$ cat src/rtl/key_entry_ctrl.sv
// key_entry_ctrl: keypad HHMM entry sequencer for time/alarm loading (optional timeout via KEY_ENTRY_TIMEOUT_EN)
`ifndef KP_0
`define KP_0     8'h30
`define KP_1     8'h31
`define KP_2     8'h32
`define KP_3     8'h33
`define KP_4     8'h34
`define KP_5     8'h35
`define KP_6     8'h36
`define KP_7     8'h37
`define KP_8     8'h38
`define KP_9     8'h39
`define KP_STAR  8'h2A
`define KP_MINUS 8'h2D
`endif

module key_entry_ctrl #(
  parameter int TIMEOUT_TICKS = 1280,
  parameter int TMO_W         = 11
) (
  input  logic        clk256,
  input  logic        reset,
  input  logic [7:0]  key,
  output logic        entry_active,
  output logic        entry_alarm,
  output logic [2:0]  digit_cnt,
  output logic [15:0] entry_bcd,
  output logic [7:0]  hh_bcd,
  output logic [7:0]  mm_bcd,
  output logic        load_time,
  output logic        load_alarm,
  output logic        entry_err,
  output logic        entry_abort
);
  typedef enum logic [1:0] {S_IDLE, S_ENTRY, S_CHECK} state_t;

  if (2**TMO_W <= TIMEOUT_TICKS) begin : g_tmo_w_check
    $error("TMO_W too narrow for TIMEOUT_TICKS");
  end

  state_t      r_state, w_state_n;
  logic [7:0]  r_key_q;
  logic        r_entry_alarm, w_alarm_n;
  logic [2:0]  r_digit_cnt, w_cnt_n;
  logic [15:0] r_entry_bcd, w_bcd_n;
  logic [7:0]  r_hh, w_hh_n, r_mm, w_mm_n;
  logic        r_load_time, w_load_time_n;
  logic        r_load_alarm, w_load_alarm_n;
  logic        r_err, w_err_n;
  logic        w_press, w_digit, w_star, w_minus, w_cmd, w_valid, w_expire;
  logic [3:0]  w_d;

  assign w_press = (key != 8'd0) && (r_key_q == 8'd0);
  assign w_digit = (key >= `KP_0) && (key <= `KP_9);
  assign w_star  = key == `KP_STAR;
  assign w_minus = key == `KP_MINUS;
  assign w_cmd   = w_press && (w_star || w_minus);
  assign w_d     = 4'(key - `KP_0);
  assign w_valid = (r_entry_bcd[15:8] <= 8'h23) && (r_entry_bcd[7:0] <= 8'h59);

`ifdef KEY_ENTRY_TIMEOUT_EN
  logic [TMO_W-1:0] r_tmo;
  logic             r_abort;
  logic             w_acc;
  assign w_acc    = w_press && (w_digit || w_star || w_minus);
  assign w_expire = (r_state == S_ENTRY) && !w_acc && (r_tmo == TMO_W'(TIMEOUT_TICKS - 1));
  // Idle-time counter: held at 0 outside ENTRY and cleared by every accepted press
  always_ff @(posedge clk256 or posedge reset) begin
    if (reset) begin
      r_tmo   <= '0;
      r_abort <= 1'b0;
    end else begin
      r_tmo   <= (r_state != S_ENTRY || w_acc) ? '0 : r_tmo + 1'b1;
      r_abort <= w_expire;
    end
  end
  assign entry_abort = r_abort;
`else
  assign w_expire    = 1'b0;
  assign entry_abort = 1'b0;
`endif

  // State and datapath registers; key_q gives the edge-detected press
  always_ff @(posedge clk256 or posedge reset) begin
    if (reset) begin
      r_state       <= S_IDLE;
      r_key_q       <= 8'd0;
      r_entry_alarm <= 1'b0;
      r_digit_cnt   <= 3'd0;
      r_entry_bcd   <= 16'd0;
      r_hh          <= 8'd0;
      r_mm          <= 8'd0;
      r_load_time   <= 1'b0;
      r_load_alarm  <= 1'b0;
      r_err         <= 1'b0;
    end else begin
      r_state       <= w_state_n;
      r_key_q       <= key;
      r_entry_alarm <= w_alarm_n;
      r_digit_cnt   <= w_cnt_n;
      r_entry_bcd   <= w_bcd_n;
      r_hh          <= w_hh_n;
      r_mm          <= w_mm_n;
      r_load_time   <= w_load_time_n;
      r_load_alarm  <= w_load_alarm_n;
      r_err         <= w_err_n;
    end
  end

  // Next state: '*'/'-' (re)start outside CHECK, digits collect in ENTRY, CHECK commits or flags in one cycle
  always_comb begin
    w_state_n      = r_state;
    w_alarm_n      = r_entry_alarm;
    w_cnt_n        = r_digit_cnt;
    w_bcd_n        = r_entry_bcd;
    w_hh_n         = r_hh;
    w_mm_n         = r_mm;
    w_load_time_n  = 1'b0;
    w_load_alarm_n = 1'b0;
    w_err_n        = 1'b0;
    if (r_state == S_CHECK) begin
      w_state_n      = S_IDLE;
      w_cnt_n        = 3'd0;
      w_hh_n         = w_valid ? r_entry_bcd[15:8] : r_hh;
      w_mm_n         = w_valid ? r_entry_bcd[7:0] : r_mm;
      w_load_alarm_n = w_valid && r_entry_alarm;
      w_load_time_n  = w_valid && !r_entry_alarm;
      w_err_n        = !w_valid;
    end else if (w_cmd) begin
      w_state_n = S_ENTRY;
      w_alarm_n = w_star;
      w_cnt_n   = 3'd0;
      w_bcd_n   = 16'd0;
    end else if (r_state == S_ENTRY && w_press && w_digit) begin
      w_bcd_n   = {r_entry_bcd[11:0], w_d};
      w_cnt_n   = r_digit_cnt + 3'd1;
      w_state_n = (r_digit_cnt == 3'd3) ? S_CHECK : S_ENTRY;
    end else if (w_expire) begin
      w_state_n = S_IDLE;
      w_cnt_n   = 3'd0;
    end
  end

  assign entry_active = r_state != S_IDLE;
  assign entry_alarm  = r_entry_alarm;
  assign digit_cnt    = r_digit_cnt;
  assign entry_bcd    = r_entry_bcd;
  assign hh_bcd       = r_hh;
  assign mm_bcd       = r_mm;
  assign load_time    = r_load_time;
  assign load_alarm   = r_load_alarm;
  assign entry_err    = r_err;
endmodule

$ cat config.mk
export PLATFORM = sky130hd
export DESIGN_NAME = key_entry_ctrl
export DESIGN_NICKNAME = d
export VERILOG_FILES = /design/src/rtl/key_entry_ctrl.sv
export SDC_FILE = /design/constraint.sdc
export NUM_CORES = 1
export LEC_CHECK = 0
export CAP_MARGIN = 40
export CORE_MARGIN = 3
export CORE_UTILIZATION = 50
export CTS_CLUSTER_DIAMETER = 100
export DETAILED_ROUTE_END_ITERATION = 8
export PLACE_DENSITY = 0.83
export REMOVE_ABC_BUFFERS = 1
export SYNTH_ARGS = -nofsm -noshare
export SYNTH_HDL_FRONTEND = slang
export SYNTH_SLANG_ARGS = --single-unit
$ cat constraint.sdc
create_clock -name clk256 -period 3.95 [get_ports clk256]
set_clock_uncertainty 0.15 [all_clocks]
set_input_delay 0.79 -clock clk256 [delete_from_list [all_inputs] [get_ports clk256]]
set_output_delay 0.79 -clock clk256 [all_outputs]
set_load 0.1 [all_outputs]
==> summary.txt, run 1 <==
Clock tree
  • CTS buffer count: 5
  • Resized Gates After CTS: 0
  • Postcts setup bufs: 0
  • Worst skew pair latency: 310 ps
  • CTS tree: done
  • Clock Pin Slew Worst Setup and Hold Paths: 80 ps
  • CTS sink count: 49
  • Clock root buffer: clkbuf_8
  • Hold buffer count at CTS: 0
  • Maximum clock insertion buffer count: 2
  • H-tree Lvls: 2

Synth
  • Syn Area/Cell: 13.8 µm²
  • Most used DFF post-synth: dfrtp_1
  • Number of synthesized flops with an enable pin: 0
  • Synth Instances: 145
  • Async set or reset register ratio after synthesis: 1.00
  • Post-synth top area share: 0.611
  • Synthesized area: 2010 µm²
  • Synth cell types: 40
  • Sequential share of the synthesized area: 0.611
  • Seq cells post-synth: 49
  • Area leader, netlist: dfrtp_1
  • Largest cells by area after synthesis: dfrtp_1, mux2_2, a22o_1
  • Syn. warnings: 0

Floorplanning
  • Initial cell density of the core: 0.533
  • Core area: 3770 µm²
  • # IOs: 51
  • Die Area: 4810 µm²
  • Die X: 69.4 µm
  • Die height: 69.4 µm
  • Std-Cell Rows: 22

Power and ir drop
  • Part of the power in the clock network: 0.404
  • PwrDens: 281 nW/µm²
  • Pint: 0.725 mW
  • Sequential share of power: 0.555
  • Combinational cell fraction of total power: 0.041
  • Peak VDD IR: 0.315 mV
  • Lkg Pwr: 1.53 nW
  • Switch share: 0.206
  • Sw power: 0.188 mW

GRT
  • Number of antenna violations at the first check in global routing: 0
  • Global-route wire length before repair: 9.44 mm
  • GRT overflow: 0
  • Pin count of the biggest net entering global routing: 42
  • Vias in the first global route: 1796
  • Total GRT Usage: 0.253

Setup path
  • RR Endpoint: entry_bcd[14]$_DFFE_PP0P_
  • RR Startpoint: r_key_q[1]$_DFF_PP0_
  • Crit path DAT: 2870 ps
  • Crit start category: input pin
  • WP data required: 4040 ps
  • CP Launch Point: key[2]
  • Kind of critical path: input pin to flop
  • R2R Setup Slk: 1680 ps
  • CP endpoint kind: flop
  • Crit-path max FO: 9
  • Worst reg2reg path depth: 5

Timing
  • Final setup violation count: 0
  • FMAX: 359 MHz
  • Period utilisation layout: 0.705
  • Slew Limit Headroom: 0.601
  • Final Max Slew Viols: 0
  • Fin crit period: 2780 ps
  • Setup TNS: 0 ps
  • RSZ-0062 raised after global routing: no
  • Fin. Hold Viols: 0
  • Actual slew at the worst max-slew pin: 595 ps
  • Min Hold Slack: 334 ps

Drt
  • First-pass DRT Iterations: 4
  • Post-DR vias/cell: 5.61
  • Residual DRC: 0
  • Routed wire length: 5.54 mm
  • Vias: 1611
  • Initial DRC Count: 166
  • DRT antenna net count: 0
  • Drt wl/cell: 19.3 µm

Worst hold path
  • Hold Startpoint: entry_alarm$_DFFE_PP0P_
  • Worst Hold Depth: 1
  • Worst Hold End: load_time$_DFF_PP0_
  • Hold crit path type: flop to flop

Finish
  • Share of cells above drive strength 1: 0.305
  • Nets: 250
  • Commonest cells after routing, fill and taps aside: dfrtp_1, clkdlybuf4s50_1, buf_8, a22o_1, mux2_2
  • N_diodes: 0
  • Layout area overhead: 62.0%
  • Layout fillers: 166

Place
  • PortBufs: 49
  • RePlAce Congestion: 0.790
  • Hpwl dp: 4.03 mm

Job
  • Max Cap Viol: 0

Outcome
  • Status: complete, no violations
## worst max-delay path: stages
cell and delay (ps):
clkdlybuf4s50_1 620, o21ai_0 140, and3_1 300, o31ai_2 590, buf_4 270, a22o_1 150
## through the flow
step                instance area, µm²  utilization  power [mW]  std cells  worst slack [ps]
floorplan                         1950            -       0.533        139              1460
global placement                  2500        0.662       0.550        236               838
detailed placement                3130        0.829       0.555        278               925
CTS                               3240        0.860       0.916        286              1170
global route                      3250        0.863       0.941        287              1080
finish                            3250        0.863       0.913        287              1170
## cells by family after synthesis
family / share of synthesized area
multiplexers: 0.0779
adder cells (fa/ha/maj): 0.0125
flip-flops: 0.611
AND/OR/NAND/NOR: 0.109
AO/OA/AOI/OAI: 0.148
other: 0.00187
buffers and inverters: 0.0399
## state kept, by name, summed over array words and instances (netlist names)
signal / cells
entry_bcd: 16
hh_bcd: 8
mm_bcd: 8
r_key_q: 8
digit_cnt: 3
r_state: 2
entry_alarm: 1
entry_err: 1
load_alarm: 1
load_time: 1
## area by class of cell
| cell class | instances | area, µm² | share of cell area |
|---|---|---|---|
| flip-flops and latches | 49 | 1230 | 0.377 |
| repair buffers | 92 | 1130 | 0.347 |
| multi-input cells | 85 | 702 | 0.216 |
| clock buffers | 7 | 86.3 | 0.0265 |
| well taps | 48 | 60.1 | 0.0185 |
| clock inverters | 1 | 30.0 | 0.00923 |
| inverters | 5 | 18.8 | 0.00577 |
## power groups by stage
stage | logic, mW | clock network [mW] | registers (mW)
final | 0.0376 | 0.369 | 0.507
after global routing | 0.0412 | 0.392 | 0.507
after CTS | 0.0381 | 0.371 | 0.507
after detailed placement | 0.0377 | 0 | 0.517
after global placement | 0.0332 | 0 | 0.516
after floorplan | 0.0167 | 0 | 0.517
## cells in the mapped netlist (2+ instances only)
cell,count
a21oi_1,2
a22o_1,16
and2_1,4
and3_1,3
and3b_1,2
clkbuf_1,2
dfrtp_1,49
ha_1,2
inv_1,5
mux2_2,13
nand2_1,5
nand3_1,3
nand4_1,2
nor2_1,3
nor2b_1,2
nor3_1,2
nor3b_1,2
nor4_2,2
o211ai_1,2
o21ai_1,3
or4_4,2
## worst max path at each step
stage / slack, ps / endpoint / depth (start not counted)
after global routing: 1080 / entry_bcd[14]$_DFFE_PP0P_ / 6
after global placement: 840 / entry_bcd[0]$_DFFE_PP0P_ / 5
after CTS: 1170 / entry_bcd[14]$_DFFE_PP0P_ / 6
final: 1170 / entry_bcd[14]$_DFFE_PP0P_ / 6
after floorplan: 1460 / hh_bcd[0]$_DFFE_PP0P_ / 4
after detailed placement: 930 / entry_bcd[11]$_DFFE_PP0P_ / 6
## per-layer routing
layer  vias to the layer above  wire, µm  GRT usage  share of wire
li1                        720         -          -              -
met1                       820      2120      0.284           0.38
met2                        58      2970      0.448           0.54
met3                        13       287     0.0667          0.052
met4                         0       161      0.111          0.029
met5                         -         0          0              0
Note: power is estimated with default switching activity, not from simulation.
==> inputs of run 2 (changes only) <==
--- a/config.mk
+++ b/config.mk
@@ -7,10 +7,10 @@
 export LEC_CHECK = 0
 export CAP_MARGIN = 40
 export CORE_MARGIN = 3
-export CORE_UTILIZATION = 50
+export CORE_UTILIZATION = 43
 export CTS_CLUSTER_DIAMETER = 100
 export DETAILED_ROUTE_END_ITERATION = 8
-export PLACE_DENSITY = 0.83
+export PLACE_DENSITY = 0.76
 export REMOVE_ABC_BUFFERS = 1
 export SYNTH_ARGS = -nofsm -noshare
 export SYNTH_HDL_FRONTEND = slang
==> constraint.sdc (replaced) <==
create_clock -name clk256 -period 2.3 [get_ports clk256]
set_clock_uncertainty 0.15 [all_clocks]
set_input_delay 0.46 -clock clk256 [delete_from_list [all_inputs] [get_ports clk256]]
set_output_delay 0.46 -clock clk256 [all_outputs]
set_load 0.1 [all_outputs]
==> summary.txt, run 2 (synthesis gave the netlist of run 1 again) <==
Place
  • DP Area: 2550 µm²
  • Post-placement setup slack: -324 ps
  • RePlAce Congestion: 0.892
  • PortBufs: 49
  • Hpwl dp: 3.15 mm

Finish
  • Layout area overhead: 35.0%
  • Nets: 226
  • Commonest cells after routing, fill and taps aside: buf_4, dfrtp_1, a22o_1, mux2_2
  • N_diodes: 0
  • Share of cells above drive strength 1: 0.419
  • Register area: 1230 µm²
  • Largest register FFs: 16
  • Multi-input gate area: 711 µm²
  • Fin util: 0.610
  • Most common cell after layout, fill and taps aside: buf_4
  • Finished Cell Area: 2710 µm²
  • Layout fillers: 356

Drt
  • Vias: 1470
  • Residual DRC: 0
  • Post-DR vias/cell: 5.51
  • Met3 wire len: 261 µm
  • Initial DRC Count: 43
  • Routed wire length: 4.38 mm
  • DRT antenna net count: 0
  • Top sig layer: met4
  • First-pass DRT Iterations: 4
  • Drt wl/cell: 16.4 µm
  • Met2 wire length: 2.15 mm
  • Length of routed wiring on met1: 1.92 mm

Timing
  • Final setup margin: 37.7 ps
  • RSZ-0062 raised after global routing: yes
  • Setup TNS: 0 ps
  • Final setup violation count: 0
  • Fin crit period: 2260 ps
  • Slew Limit Headroom: 0.665
  • FMAX: 442 MHz
  • Fin. Hold Viols: 0
  • Period utilisation layout: 0.984
  • Actual slew at the worst max-slew pin: 501 ps
  • Final Max Slew Viols: 0

GRT
  • Global-route wire length before repair: 7.18 mm
  • Vias in the first global route: 1520
  • Number of antenna violations at the first check in global routing: 0
  • Total GRT Usage: 0.170
  • Pin count of the biggest net entering global routing: 50
  • GRT overflow: 0

Setup path
  • Worst reg2reg path depth: 5
  • Kind of critical path: input pin to flop
  • Crit start category: input pin
  • Crit path DAT: 2320 ps
  • CP max-delay cell: clkdlybuf4s50_1
  • Peak per-stage delay on the critical path: 600 ps
  • Critical path buffers and inverters: 2
  • Critical path depth: 6
  • Crit-path max FO: 6
  • CP top delay family: simple AND/OR/NAND/NOR gates
  • CP endpoint kind: flop
  • WP data required: 2350 ps
  • Critical Path, Cell by Cell: clkdlybuf4s50_1 > and3b_1 > and3_1 > buf_4 > or3_1 > a311oi_1

Clock tree
  • Clock root buffer: clkbuf_8
  • Worst skew pair latency: 300 ps
  • Clock Pin Slew Worst Setup and Hold Paths: 90 ps
  • CTS sink count: 49
  • CTS tree: done
  • H-tree Lvls: 2
  • Maximum clock insertion buffer count: 2
  • CTS buffer count: 5

Power and ir drop
  • Lkg Pwr: 1.43 nW
  • Peak VDD IR: 0.342 mV
  • PwrDens: 573 nW/µm²

Floorplanning
  • # IOs: 51
  • Core area: 4440 µm²
  • Die X: 74.3 µm
  • Std-Cell Rows: 24
  • Die height: 74.3 µm
  • Die Area: 5530 µm²
  • Initial cell density of the core: 0.452

Worst hold path
  • Hold crit path type: input pin to flop
  • Worst Hold Depth: 1

Job
  • Max Cap Viol: 0

Outcome
  • Status: complete, no violations
run 2: changes by cell type in the layout (fill, tap and decap cells not counted), moves of 4 or more:
| cell | delta |
|---|---|
| buf_4 | +54 |
| buf_8 | -40 |
| clkdlybuf4s50_1 | -44 |
| dlymetal6s2s_1 | +4 |
run 2: where the power goes:
group / switching, mW / total, mW / internal [mW]
registers: 0.00226 / 0.870 / 0.868
clock network: 0.286 / 0.611 / 0.325
logic: 0.0420 / 0.0727 / 0.0307
run 2: area by class of cell:
cell class                      count  area share
Clock buffer                        5      0.0254
Clock inverter                      3      0.0171
Inverter                            5     0.00692
Multi-Input combinational cell     85       0.262
Sequential cell                    49       0.452
Tap cell                           52      0.0240
Timing Repair Buffer               68       0.212
run 2: routing by layer:
metal | GRT usage | vias to the layer above
met1 | 0.220 | 748
li1 | - | 675
met5 | 0 | -
met4 | 0.0375 | 0
met3 | 0.0486 | 6
met2 | 0.285 | 41
run 2: through the flow:
stage	power, mW	hold slack, ps	std cells
after floorplan	0.916	341	139
after global placement	0.960	289	256
after detailed placement	0.962	298	257
after CTS	1.57	311	265
after global routing	1.60	210	267
final	1.55	218	267
run 2: worst register-to-register path, cell delays in order, from the launching register on:
cell and delay, ps:
dfrtp_1 370, or4_4 570, a2111oi_4 460, o31ai_4 180, buf_4 180, a22o_1 190
run 2: repair_timing:
action                     4_1_cts  5_1_grt
gates resized for setup          1        7
hold buffers                     0        0
setup endpoints to repair        2       13
pin swaps                        1        1
buffers inserted                 0        1
cloned                           0        1
run 2: final timing paths:
path	startpoint	to	slack [ps]
setup / recovery	key[1]	digit_cnt[0]$_DFFE_PP0P_	40
hold / removal	key[4]	r_key_q[4]$_DFF_PP0_	220
setup reg to reg	r_key_q[1]$_DFF_PP0_	entry_bcd[15]$_DFFE_PP0P_	90
hold reg to reg	entry_alarm$_DFFE_PP0P_	load_time$_DFF_PP0_	310
max in group asynchronous	reset	hh_bcd[7]$_DFFE_PP0P_	1430
min in group asynchronous	reset	load_time$_DFF_PP0_	350
